[config.mk]
export PLATFORM = sky130hd
export DESIGN_NAME = firefly_queen
export DESIGN_NICKNAME = d
export VERILOG_FILES = /design/src/rtl/firefly_queen.sv
export SDC_FILE = /design/constraint.sdc
export NUM_CORES = 1
export LEC_CHECK = 0
export BUFFER_PORTS_ARGS = -buffer_cell sky130_fd_sc_hd__buf_2
export CORE_ASPECT_RATIO = 0.5
export CORE_MARGIN = 10
export CORE_UTILIZATION = 59
export CTS_CLUSTER_DIAMETER = 80
export CTS_CLUSTER_SIZE = 25
export DETAILED_ROUTE_END_ITERATION = 8
export PLACE_DENSITY_LB_ADDON = 0.05
export SYNTH_ARGS = -nofsm -noshare
export SYNTH_HDL_FRONTEND = slang
export SYNTH_SLANG_ARGS = --single-unit
[constraint.sdc]
create_clock -name clk -period 4.2 [get_ports clk]
set_input_delay 0.84 -clock clk [delete_from_list [all_inputs] [get_ports clk]]
set_output_delay 0.84 -clock clk [all_outputs]
set_load 0.01 [all_outputs]
[src/rtl/firefly_queen.sv]
// ============================================================================
// Module   : firefly_queen
// Brief    : Periodic queen flash generator with per-period response checker.
// Revision : 1.0 - initial release
// ============================================================================
`default_nettype none

module firefly_queen #(
    parameter int PERIOD  = 50000,
    parameter int FLASH_W = 1000,
    parameter int RESP_W  = 15001,
    parameter int TOL     = 2,
    parameter int MAX_LAT = 2
) (
    input  logic        clk,
    input  logic        rst,
    input  logic        en,
    input  logic        f1,
    output logic        f0,
    output logic        resp_ok,
    output logic        resp_err,
    output logic [7:0]  pulse_cnt,
    output logic [15:0] last_lat,
    output logic [15:0] last_width
);

    localparam logic [1:0] c_S_IDLE  = 2'd0;
    localparam logic [1:0] c_S_FLASH = 2'd1;
    localparam logic [1:0] c_S_GAP   = 2'd2;

    localparam logic [15:0] c_FLASH_END  = 16'(FLASH_W - 1);
    localparam logic [15:0] c_PERIOD_END = 16'(PERIOD - 1);
    localparam logic [15:0] c_MAX_LAT    = (MAX_LAT > 65535) ? 16'hFFFF : 16'(MAX_LAT);
    localparam int          c_W_LO       = RESP_W - TOL;
    localparam int          c_W_HI       = RESP_W + TOL;
    localparam logic [15:0] c_NO_LAT     = 16'hFFFF;

    logic [1:0]  r_state;
    logic [15:0] r_cnt;
    logic [15:0] r_lat;
    logic [15:0] r_width;
    logic [1:0]  r_rises;
    logic        r_prev;
    logic        r_start_hi;

    logic        w_first;
    logic [15:0] w_lat_b;
    logic [15:0] w_width_b;
    logic [1:0]  w_rises_b;
    logic        w_prev_b;
    logic [15:0] w_lat_n;
    logic [15:0] w_width_n;
    logic [1:0]  w_rises_n;
    logic        w_start_hi_n;
    logic        w_width_ok;
    logic        w_pass;

    // Monitor next-state: at cnt=0 the per-period registers are treated as
    // already cleared so the first sample of the period is folded in directly.
    always_comb begin
        w_first      = (r_cnt == 16'd0);
        w_lat_b      = w_first ? c_NO_LAT : r_lat;
        w_width_b    = w_first ? 16'd0    : r_width;
        w_rises_b    = w_first ? 2'd0     : r_rises;
        w_prev_b     = w_first ? 1'b0     : r_prev;
        w_start_hi_n = w_first ? f1       : r_start_hi;

        w_lat_n   = (f1 && (w_lat_b == c_NO_LAT)) ? r_cnt : w_lat_b;
        w_width_n = (f1 && (w_width_b != 16'hFFFF)) ? w_width_b + 16'd1 : w_width_b;
        w_rises_n = (f1 && !w_prev_b && (w_rises_b != 2'd3)) ? w_rises_b + 2'd1 : w_rises_b;

        w_width_ok = ($signed({16'd0, w_width_n}) >= c_W_LO) &&
                     ($signed({16'd0, w_width_n}) <= c_W_HI);
        w_pass     = (w_rises_n == 2'd1) && !w_start_hi_n &&
                     (w_lat_n <= c_MAX_LAT) && w_width_ok && !f1;
    end

    always_ff @(posedge clk) begin
        if (rst) begin
            r_state    <= c_S_IDLE;
            r_cnt      <= 16'd0;
            f0         <= 1'b0;
            resp_ok    <= 1'b0;
            resp_err   <= 1'b0;
            pulse_cnt  <= 8'd0;
            last_lat   <= c_NO_LAT;
            last_width <= 16'd0;
            r_lat      <= c_NO_LAT;
            r_width    <= 16'd0;
            r_rises    <= 2'd0;
            r_prev     <= 1'b0;
            r_start_hi <= 1'b0;
        end else begin
            resp_ok  <= 1'b0;
            resp_err <= 1'b0;

            if (r_state != c_S_IDLE) begin
                r_lat      <= w_lat_n;
                r_width    <= w_width_n;
                r_rises    <= w_rises_n;
                r_prev     <= f1;
                r_start_hi <= w_start_hi_n;
            end

            case (r_state)
                c_S_IDLE: begin
                    r_cnt <= 16'd0;
                    if (en) begin
                        r_state   <= c_S_FLASH;
                        f0        <= 1'b1;
                        pulse_cnt <= pulse_cnt + 8'd1;
                    end
                end
                c_S_FLASH: begin
                    r_cnt <= r_cnt + 16'd1;
                    if (r_cnt == c_FLASH_END) begin
                        r_state <= c_S_GAP;
                        f0      <= 1'b0;
                    end
                end
                c_S_GAP: begin
                    if (r_cnt == c_PERIOD_END) begin
                        resp_ok    <= w_pass;
                        resp_err   <= !w_pass;
                        last_lat   <= w_lat_n;
                        last_width <= w_width_n;
                        r_cnt      <= 16'd0;
                        // en is only honoured here, at the period boundary
                        if (en) begin
                            r_state   <= c_S_FLASH;
                            f0        <= 1'b1;
                            pulse_cnt <= pulse_cnt + 8'd1;
                        end else begin
                            r_state <= c_S_IDLE;
                            f0      <= 1'b0;
                        end
                    end else begin
                        r_cnt <= r_cnt + 16'd1;
                    end
                end
                default: begin
                    r_state <= c_S_IDLE;
                    r_cnt   <= 16'd0;
                    f0      <= 1'b0;
                end
            endcase
        end
    end

endmodule

`default_nettype wire

# == Word-level counts from Yosys, hierarchy flattened ==
# Index checks and enable logic that the tools add are counted.
# totals
inputBits,4
output_inout_bits,43
ff_bits,97
word_cells,77
# op_classes
magnitude_cmp,3
addsub,4
n_eq_ne,11
reduce_logical,21
bitwise_logic,2
n_mux,23
# op_table
operator,count
16-bit 2-to-1 mux,5
16-bit by 1-bit adder with 16-bit output (second input constant),2
16-bit == test (second input constant),2
16-bit case mux with 2 select lines,1
16-bit by 10-bit == test with 1-bit output (second input constant),1
16-bit by 14-bit greater-or-equal comparator with 1-bit output (second input constant),1
16-bit by 14-bit less-or-equal comparator with 1-bit output (second input constant),1
16-bit by 2-bit less-or-equal comparator with 1-bit output (second input constant),1
16-bit logical NOT,1
8-bit 2-to-1 mux,2
16-bit != test (second input constant),1
8-bit case mux with 2 select lines,1
2-bit 2-to-1 mux,5
1-bit logical AND,9
8-bit by 1-bit adder with 8-bit output (second input constant),1
2-bit != test (second input constant),4
1-bit 2-to-1 mux,7
2-bit case mux with 3 select lines,1
2-bit by 1-bit == test with 1-bit output (second input constant),2
1-bit logical NOT,4
2-bit AND reduction,2
2-bit nonzero test,2
1-bit case mux with 3 select lines,1
3-bit AND reduction,1
other kinds (5),6

# == Depth between registers and ports, before layout ==
# Gate-level depths: netlist of the first run.
# depth
depth_word,12
mapped_depth,15
mapped_depth_nobuf,14

# == Worst setup path after synthesis of the first run ==
# No wires, ideal clock.
# synth_path
path_type,register to register
start,register r_cnt[13]
end,register resp_err
synth_period_minus_slack_ns,3.495
path_buffers,3
t_arrival_ns,3.380
path_stages_with_launch,15
setup_slack_ns,0.705
setup_ns,0.115
t_required_ns,4.085
cell_sequence,dfxtp_1 clkbuf_1 or4_1 buf_2 or2_2 clkbuf_1 and2_1 ha_1 nand2_1 nor4_2 or3_1 a21oi_1 nand4b_1 a2111o_1 o21ba_1
# synth_via
elab_chain_len,12
elab_cells_between_ends,33
classes_between,add/sub (2); order compare (3); eq/ne (5); mux (8); bitwise (1); reduce/logical (14)
# synth_lines
element,line,rtl
from (decl),39,logic [15:0] r_cnt;
from (signal assigned),115,r_cnt <= r_cnt + 16'd1;
from (signal assigned),138,r_cnt <= r_cnt + 16'd1;
"parallel branches: the longest is 12 deep, another holds 16-bit by 1-bit adder with 16-bit output",-,
to (signal assigned),124,resp_err <= !w_pass;
to (decl),21,"output logic resp_err,"
# Parallel ways; which one is timed is not known.
# A chain may end at the register's enable or synchronous reset.

# == Worst setup path after layout of the first run ==
# layout_path
start,register r_cnt[15]
end,register resp_err
# Same word-level chain as after synthesis.

==> flow_metrics.py, run 1 <==
metrics = {
    "timing": {
        "rsz_0062_raised_after_global_routing": "no",
        "setup_viol_count_final": 0,
        "finalClockSkew_ns": 0.00587,
        "finalSetupTns_ns": 0,
        "worst_hold_slack_ns": 0.449,
        "timing.final.max_slew_violations": 0,
        "worst_slew_pin_slew_ns": 1.08,
        "maxClockFrequency_ghz": 0.271,
        "report.final.hold_viol_count": 0,
        "layout_worst_path_cycle_share_pct": 87.8,
        "period_needed_ns": 3.69,
        "timing.slew.headroom_pct": 28.0,
    },
    "synthesis": {
        "netlist.top_cell.by_area": "dfxtp_1",
        "yosysSeqAreaShare_pct": 39.5,
        "synth_top_area_share_pct": 39.5,
        "synthesis.nets": 622,
        "async_reset_ff_share_pct": 0,
        "post_synth_inst_count": 609,
        "synth_enable_flop_cells": 0,
        "syn-cell-area_mm2": 0.00491,
        "ys_dominant_reg_cell": "dfxtp_1",
        "ys_seq_elements": 97,
        "post_synth_num_cell_types": 60,
        "post_synth.cell_area_avg_um2": 8.07,
        "yosys_warnings": 0,
        "netlist_top_cells_area": "dfxtp_1, nand2_1, nor2_1",
    },
    "die": {
        "die_area_mm2": 0.0126,
        "io_pins": 47,
        "start_util_pct": 61.0,
        "coreArea_mm2": 0.00806,
        "die_w_um": 149,
        "row_count": 23,
        "die_h_um": 84.5,
    },
    "clock_network": {
        "postCtsSetupBuffers": 0,
        "ctsHtreeMaxLevel": 3,
        "clk_transition_reported_paths_ns": 0.07,
        "worstSkewPairLatency_ns": 0.35,
        "root_buffer": "clkbuf_16",
        "cts_made_buffers": 9,
        "cts_hold_buffers": 0,
        "cts_tree": "done",
        "max-clock-path-buffers": 2,
        "postCtsResizedCells": 0,
        "cts_num_sinks": 97,
    },
    "placed_design": {
        "dp_cells": 731,
        "place_congestion": 0.949,
        "place_hpwl_um": 9600,
        "port_buffers": 46,
    },
    "power": {
        "share_seq_of_total_power_pct": 47.2,
        "cell_internal_power_mw": 1.55,
        "power_per_cell_area_mw_per_mm2": 375,
        "clkPwrFrac_pct": 43.2,
        "p_leak_nw": 2.06,
        "p_sw_mw": 0.513,
        "combPwrFrac_pct": 9.5,
        "worst_ir_drop_vdd_mv": 0.291,
        "sw_frac_of_total_pct": 24.8,
        "report.power.total_mw": 2.06,
    },
    "cells_and_area": {
        "drive_gt1_share_pct": 13.1,
        "diodes": 0,
        "area_delta_synth_final_pct": 12.0,
        "fill_cells": 700,
        "layout.cells.non_filler": 747,
        "nNetsFinal": 643,
    },
    "detailed_routing": {
        "remaining_drc_errors": 0,
        "vias_per_cell": 6.08,
        "antenna_violating_nets_post_route": 0,
        "drt_iter0_drc": 406,
        "detail_route.wl_per_cell_um": 18.2,
        "dr_total_vias": 4545,
        "drt_pre_antenna_iters": 5,
        "route.final.wire_length_um": 13600,
    },
    "setup_path": {
        "crit_arrival_ns": 3.93,
        "timing_worst_setup_path_type": "register to register",
        "r2r_start": "r_cnt[15]",
        "timing.rr.end": "resp_err",
        "cp_slowest_cell": "or4_1",
        "required_ns": 4.45,
        "worstRegToRegCells": 12,
        "cp-start-kind": "register",
        "worst_setup_path_end_kind": "register",
        "critical_path.max_fanout": 10,
        "timing.critical_path.slowest_cell_delay_ns": 0.42,
        "timing.critical_path.cells": "or2_1, or4_1, or2_2, and2_1, ha_1, nand4_1, nor4_2, o31a_1, nor4_1, o22ai_1, a2111o_1, o21ba_1",
        "regToRegSetupSlack_ns": 0.51,
    },
    "worst_hold_path": {
        "hold_path_end": "last_width[2]",
        "holdPathStages": 2,
        "hold_path_startpoint": "last_width[2]",
        "worst_hold_path_type": "register to register",
    },
    "global_route": {
        "grt_pass1_wl_um": 22800,
        "grt_use_total_pct": 22.0,
        "largest_net_degree_at_the_start_of_global_routing": 52,
        "grt_overflow_total": 0,
        "grt_antenna_before_repair": 0,
        "via_count_of_the_first_global_routing_pass": 4359,
    },
    "run": {
        "cap_violations": 0,
    },
    "outcome": {
        "status": "completed",
    },
}
-- power groups by stage --
stage	Clock (mW)	Sequential (mW)	Combinational (mW)
final	0.893	0.975	0.197
after global routing	0.934	0.977	0.216
after CTS	0.900	0.973	0.193
after detailed placement	0	0.994	0.192
after global placement	0	0.994	0.191
after floorplan	0	0.986	0.145
-- per-layer routing --
layer / global-route usage (%) / share of wire [%]
met3: 5.35 / 8.5
met5: 0 / 0
met4: 6.64 / 1.4
met1: 29.8 / 47
met2: 33.9 / 44
-- critical path: cells and delay by family (launching register included) --
family / cells / cell delay [ns]
AND/OR/NAND/NOR: 7 / 1.92
flip-flops: 1 / 0.36
AO/OA/AOI/OAI: 4 / 1.04
adder cells (fa/ha/maj): 1 / 0.25
-- placed cells by master (no fill, tap or decap), types with 3 or more instances in the layout --
master | Yosys | final
a211oi_1 | 4 | 4
a21oi_1 | 41 | 41
and2_1 | 6 | 6
and3_1 | 11 | 11
and4_1 | 3 | 3
buf_2 | 8 | 46
buf_4 | 0 | 10
clkbuf_16 | 0 | 9
dfxtp_1 | 97 | 97
ha_1 | 9 | 9
inv_1 | 11 | 11
mux2i_1 | 9 | 9
nand2_1 | 67 | 67
nand2b_1 | 18 | 18
nand3_1 | 22 | 22
nand3b_1 | 15 | 15
nand4_1 | 15 | 15
nor2_1 | 66 | 65
nor3_1 | 19 | 19
nor4_1 | 5 | 5
o21a_1 | 5 | 5
o21ai_0 | 18 | 18
o221ai_1 | 14 | 14
o22ai_1 | 23 | 23
or2_2 | 4 | 4
or3_1 | 10 | 10
or4_1 | 4 | 4
xnor2_1 | 12 | 12
xor2_1 | 15 | 15
-- synth_stat cells (all sizes together), types with 6 or more instances --
master and instances:
and3 11, nand3 22, or3 10, o22ai 23, nor4 8, o21ai 20
a21oi 41, nor2 66, and2 6, nand4 15, clkbuf 36, dfxtp 97
nand3b 15, nor3 21, buf 10, inv 11, nand2b 18, mux2i 9
o221ai 14, nand2 67, xnor2 12, xor2 15, ha 9
-- worst max path at each step --
stage | start | endpoint | slack [ns]
2_1_floorplan | r_cnt[13] | resp_err | 0.70
3_3_place_gp | r_cnt[15] | resp_err | 0.70
3_5_place_dp | r_cnt[15] | resp_err | 0.60
4_1_cts | r_cnt[15] | resp_err | 0.58
5_1_grt | r_cnt[0] | resp_err | 0.29
6_report | r_cnt[15] | resp_err | 0.51
-- area by class of cell --
cell class	count	area, µm²	area share [%]
Multi-Input combinational cell	454	2750	49.9
Timing Repair Buffer	56	305	5.55
Clock inverter	4	76.3	1.39
Clock buffer	12	246	4.48
Tap cell	112	140	2.55
Inverter	12	45.0	0.819
Sequential cell	97	1940	35.3
-- registers in the layout, summed over array words and instances (netlist names), 2 cells and up --
register / count
last_lat: 16
last_width: 16
pulse_cnt: 8
r_cnt: 16
r_lat: 16
r_rises: 2
r_state: 2
r_width: 16
-- cells by family after synthesis --
group | count (synthesis) | synth area share (%)
AND/OR/NAND/NOR | 278 | 29.4
AO/OA/AOI/OAI | 131 | 17.5
flip-flops | 97 | 39.5
buffers and inverters | 58 | 4.64
XOR/XNOR | 27 | 4.81
multiplexers | 9 | 1.83
adder cells (fa/ha/maj) | 9 | 2.29
-- metrics by stage --
| step | utilization, % | setup slack [ns] | instance area, µm² |
|---|---|---|---|
| floorplan | - | 0.705 | 4910 |
| global placement | 64.3 | 0.697 | 5180 |
| detailed placement | 64.3 | 0.598 | 5180 |
| CTS | 68.3 | 0.577 | 5500 |
| global route | 68.3 | 0.293 | 5500 |
| finish | 68.3 | 0.513 | 5500 |
Power figures use the tool's default switching activity.
==> run 2, diff against run 1 <==
- CTS_BUF_LIST: not set -> sky130_fd_sc_hd__clkbuf_16
- GPL_ROUTABILITY_DRIVEN: not set -> 0
==> run 2 against run 1 <==
  * Combinational power about the same
  * First-iteration DRC count increased by 17%
  * Via count increased by 1.5%
  * Worst setup slack got worse by 0.099 ns
  * Sequential share of layout area increased by 0.32 points
  * Register-to-register slack got worse by 0.099 ns
  * Final area decreased by 0.91%
  * Sequential cell count unchanged
  * Clock skew increased by 0.0010 ns
  * Core utilization decreased by 0.62 points
  * Count of clock-buffer cells in the layout decreased by 3
  * Routed wire length decreased by 1.7%
  * Critical path type unchanged
  * Largest cell class unchanged
  * Highest routed layer unchanged
==> flow_metrics.py, run 2 (synthesis gave the netlist of run 1 again) <==
metrics = {
    "timing": {
        "maxClockFrequency_ghz": 0.264,
        "setup_viol_count_final": 0,
        "timing.slew.headroom_pct": 22.4,
        "layout_worst_path_cycle_share_pct": 90.2,
        "layout_setup_ws_ns": 0.413,
        "report.final.hold_viol_count": 0,
        "finalSetupTns_ns": 0,
        "period_needed_ns": 3.79,
        "finalClockSkew_ns": 0.00692,
        "worst_slew_pin_slew_ns": 1.16,
        "rsz_0062_raised_after_global_routing": "no",
        "timing.final.max_slew_violations": 0,
        "worst_hold_slack_ns": 0.445,
    },
    "die": {
        "start_util_pct": 61.0,
        "coreArea_mm2": 0.00806,
        "io_pins": 47,
        "row_count": 23,
        "die_area_mm2": 0.0126,
        "die_h_um": 84.5,
        "die_w_um": 149,
    },
    "cells_and_area": {
        "area_delta_synth_final_pct": 11.0,
        "final_common_cell": "dfxtp_1",
        "drive_gt1_share_pct": 12.6,
        "diodes": 0,
        "final_cell_mix": "dfxtp_1, nand2_1, nor2_1, buf_2, a21oi_1",
        "nNetsFinal": 641,
    },
    "global_route": {
        "largest_net_degree_at_the_start_of_global_routing": 51,
        "via_count_of_the_first_global_routing_pass": 4401,
        "grt_pass1_wl_um": 22500,
        "grt_antenna_before_repair": 0,
        "grt_use_total_pct": 21.5,
        "grt_overflow_total": 0,
    },
    "clock_network": {
        "postCtsResizedCells": 0,
        "cts_tree": "done",
        "postCtsSetupBuffers": 0,
        "worstSkewPairLatency_ns": 0.35,
        "max-clock-path-buffers": 2,
        "ctsHtreeMaxLevel": 3,
        "clk_transition_reported_paths_ns": 0.07,
        "cts_hold_buffers": 0,
        "root_buffer": "clkbuf_16",
        "cts_num_sinks": 97,
        "cts_made_buffers": 9,
    },
    "detailed_routing": {
        "detail_route.wl_per_cell_um": 18.0,
        "route.final.wire_length_um": 13400,
        "remaining_drc_errors": 0,
        "drt_iter0_drc": 475,
        "drt_pre_antenna_iters": 5,
        "antenna_violating_nets_post_route": 0,
        "dr_total_vias": 4614,
        "vias_per_cell": 6.19,
    },
    "setup_path": {
        "worst_setup_path_end_kind": "register",
        "crit_arrival_ns": 4.03,
        "timing_worst_setup_path_type": "register to register",
        "critical_path.max_fanout": 10,
        "required_ns": 4.45,
        "cp-start-kind": "register",
    },
    "power": {
        "worst_ir_drop_vdd_mv": 0.206,
        "p_leak_nw": 2.04,
        "power_per_cell_area_mw_per_mm2": 364,
        "report.power.total_mw": 1.98,
    },
    "outcome": {
        "status": "completed",
    },
    "run": {
        "cap_violations": 0,
    },
    "placed_design": {
        "place_ws_ns": 0.500,
        "place_hpwl_um": 9330,
        "port_buffers": 46,
    },
    "worst_hold_path": {
        "worst_hold_path_type": "register to register",
    },
}
## run 2: path summary, 6_finish.rpt
path | start | end | slack [ns] | depth (start not counted)
setup / recovery | r_cnt[8] | resp_err | 0.41 | 13
setup reg to reg | r_cnt[8] | resp_err | 0.41 | 13
hold / removal | last_width[11] | last_width[11] | 0.45 | 2
hold reg to reg | last_width[11] | last_width[11] | 0.45 | 2
## run 2: power breakdown
part           total (mW)  internal [mW]  switching [mW]
sequential          0.975          0.944          0.0306
clock               0.811          0.456           0.354
combinational       0.197         0.0678           0.129
## run 2: through the flow
stage | area (µm²) | utilization [%] | std cells
3_5_place_dp | 5160 | 64.1 | 729
3_3_place_gp | 5160 | 64.1 | 729
2_1_floorplan | 4910 | - | 609
5_1_grt | 5450 | 67.6 | 745
4_1_cts | 5450 | 67.6 | 745
6_report | 5450 | 67.6 | 745
## run 2: cell type report
type                            instances  area [µm²]
Multi-Input combinational cell        454        2750
Fill cell                             742        2610
Sequential cell                        97        1940
Timing Repair Buffer                   54         290
Clock buffer                            9         225
Tap cell                              112         140
Clock inverter                          7        62.6
Inverter                               12        45.0
## run 2: routing by layer
layer | vias to the layer above | GRT usage (%) | share of wire (%)
li1 | 2222 | - | -
met1 | 2184 | 28.3 | 45
met2 | 190 | 35.0 | 46
met3 | 18 | 5.30 | 7.6
met4 | 0 | 4.61 | 1.1
met5 | - | 0 | 0
## run 2: critical path, stage by stage (launching register included)
cell	delay [ns]
dfxtp_1	0.39
nor4_1	0.39
nand4_1	0.33
or2_2	0.47
nand2_1	0.13
inv_1	0.07
ha_1	0.22
nand2_1	0.11
nor4_2	0.09
or3_1	0.36
a21oi_1	0.26
nand4b_1	0.20
a2111o_1	0.46
o21ba_1	0.20
==> run 3, diff against run 2 <==
- BUFFER_PORTS_ARGS: -buffer_cell sky130_fd_sc_hd__buf_2 -> not set
- DONT_BUFFER_PORTS: not set -> 1
==> run 3 against run 2 <==
  * Die area unchanged
  * Critical path type unchanged
  * Count of clock-buffer cells in the layout unchanged
  * Combinational power is 11% lower
  * Fmax grew 2.8%
  * First-iteration DRC count down 15%
  * Sequential share of layout area is 1.5 points higher
==> flow_metrics.py, run 3 (synthesis gave the netlist of run 1 again) <==
metrics = {
    "detailed_routing": {
        "antenna_violating_nets_post_route": 0,
        "drt_pre_antenna_iters": 5,
        "detail_route.wl_per_cell_um": 18.3,
        "route.final.wire_length_um": 12800,
        "vias_per_cell": 6.34,
        "remaining_drc_errors": 0,
        "dr_total_vias": 4430,
        "drt_iter0_drc": 405,
    },
    "placed_design": {
        "place_hpwl_um": 8940,
        "place_ws_ns": 0.576,
        "dp_cells": 683,
        "port_buffers": 0,
    },
    "timing": {
        "layout_setup_ws_ns": 0.517,
        "finalClockSkew_ns": 0.00750,
        "timing.slew.headroom_pct": 28.3,
        "setup_viol_count_final": 0,
        "period_needed_ns": 3.68,
        "rsz_0062_raised_after_global_routing": "no",
        "timing.final.max_slew_violations": 0,
        "finalSetupTns_ns": 0,
        "report.final.hold_viol_count": 0,
        "maxClockFrequency_ghz": 0.271,
        "layout_worst_path_cycle_share_pct": 87.7,
        "worst_slew_pin_slew_ns": 1.07,
    },
    "die": {
        "coreArea_mm2": 0.00806,
        "start_util_pct": 61.0,
        "die_w_um": 149,
        "row_count": 23,
        "die_h_um": 84.5,
        "die_area_mm2": 0.0126,
        "io_pins": 47,
    },
    "setup_path": {
        "crit_arrival_ns": 3.93,
        "cp-start-kind": "register",
        "required_ns": 4.45,
        "critical_path.max_fanout": 10,
        "worst_setup_path_end_kind": "register",
        "timing_worst_setup_path_type": "register to register",
        "regToRegSetupSlack_ns": 0.52,
    },
    "cells_and_area": {
        "multi_input_area_mm2": 0.00275,
        "layout.cells.non_filler": 699,
        "area_delta_synth_final_pct": 6.57,
        "fill_cells": 715,
        "seq_area_mm2": 0.00194,
        "final_common_cell": "dfxtp_1",
        "final_cell_mix": "dfxtp_1, nand2_1, nor2_1, a21oi_1, o22ai_1",
        "drive_gt1_share_pct": 6.30,
        "diodes": 0,
        "nNetsFinal": 595,
    },
    "clock_network": {
        "postCtsResizedCells": 0,
        "ctsHtreeMaxLevel": 3,
        "cts_tree": "done",
        "cts_made_buffers": 9,
        "max-clock-path-buffers": 2,
        "clk_transition_reported_paths_ns": 0.07,
        "cts_hold_buffers": 0,
        "root_buffer": "clkbuf_16",
        "cts_num_sinks": 97,
        "postCtsSetupBuffers": 0,
        "worstSkewPairLatency_ns": 0.35,
    },
    "global_route": {
        "grt_use_total_pct": 20.4,
        "via_count_of_the_first_global_routing_pass": 4149,
        "largest_net_degree_at_the_start_of_global_routing": 82,
        "grt_pass1_wl_um": 21200,
        "grt_antenna_before_repair": 0,
        "grt_overflow_total": 0,
    },
    "power": {
        "p_leak_nw": 1.85,
        "power_per_cell_area_mw_per_mm2": 381,
        "report.power.total_mw": 2.00,
        "worst_ir_drop_vdd_mv": 0.221,
    },
    "worst_hold_path": {
        "worst_hold_path_type": "register to register",
    },
    "outcome": {
        "status": "completed",
    },
    "run": {
        "cap_violations": 0,
    },
}
-- run 3: area by class of cell --
class | count | share of cell area [%]
Clock buffer | 9 | 4.30
Clock inverter | 7 | 1.48
Inverter | 12 | 0.860
Multi-Input combinational cell | 454 | 52.4
Sequential cell | 97 | 37.1
Tap cell | 112 | 2.68
Timing Repair Buffer | 8 | 1.15
-- run 3: report_power, final --
part           switching [mW]  total (mW)  internal (mW)  leakage [nW]
clock network           0.375       0.844          0.469         0.152
logic                   0.110       0.175         0.0651         0.914
registers              0.0340       0.978          0.944         0.785
total                   0.519        2.00           1.48          1.85
-- run 3: critical path, stage by stage, from the launching register on --
cell and delay (ns):
dfxtp_1 0.55, nor3_1 0.14, nand4_1 0.26, or2_2 0.27, nand2_1 0.09, inv_1 0.09, ha_1 0.22, nand2_1 0.11
nor4_2 0.57, nor2_1 0.18, xnor2_1 0.36, o22ai_1 0.16, a2111o_1 0.41, o21ba_1 0.18
-- run 3: stage by stage --
stage | util (%) | hold WS [ns] | instance area (µm²)
floorplan | - | 0.450 | 4910
global placement | 61.2 | 0.457 | 4930
detailed placement | 61.2 | 0.463 | 4930
CTS | 65.0 | 0.471 | 5240
global route | 65.0 | 0.508 | 5240
finish | 65.0 | 0.474 | 5240
-- run 3: path summary, 6_finish.rpt --
check,endpoint,cells past startpoint,start
worst max-delay path,resp_err,13,r_cnt[4]
worst max register to register,resp_err,13,r_cnt[4]
worst min-delay path,r_start_hi,2,r_start_hi
worst min register to register,r_start_hi,2,r_start_hi
-- run 3: metal layers --
metal  GRT usage, %  up-vias  wire length, µm
met5              0        -                0
met4           6.11        0              233
met3           6.85       27             1130
met2           31.8      176             5560
met1           26.1     2098             5890
li1               -     2129                -
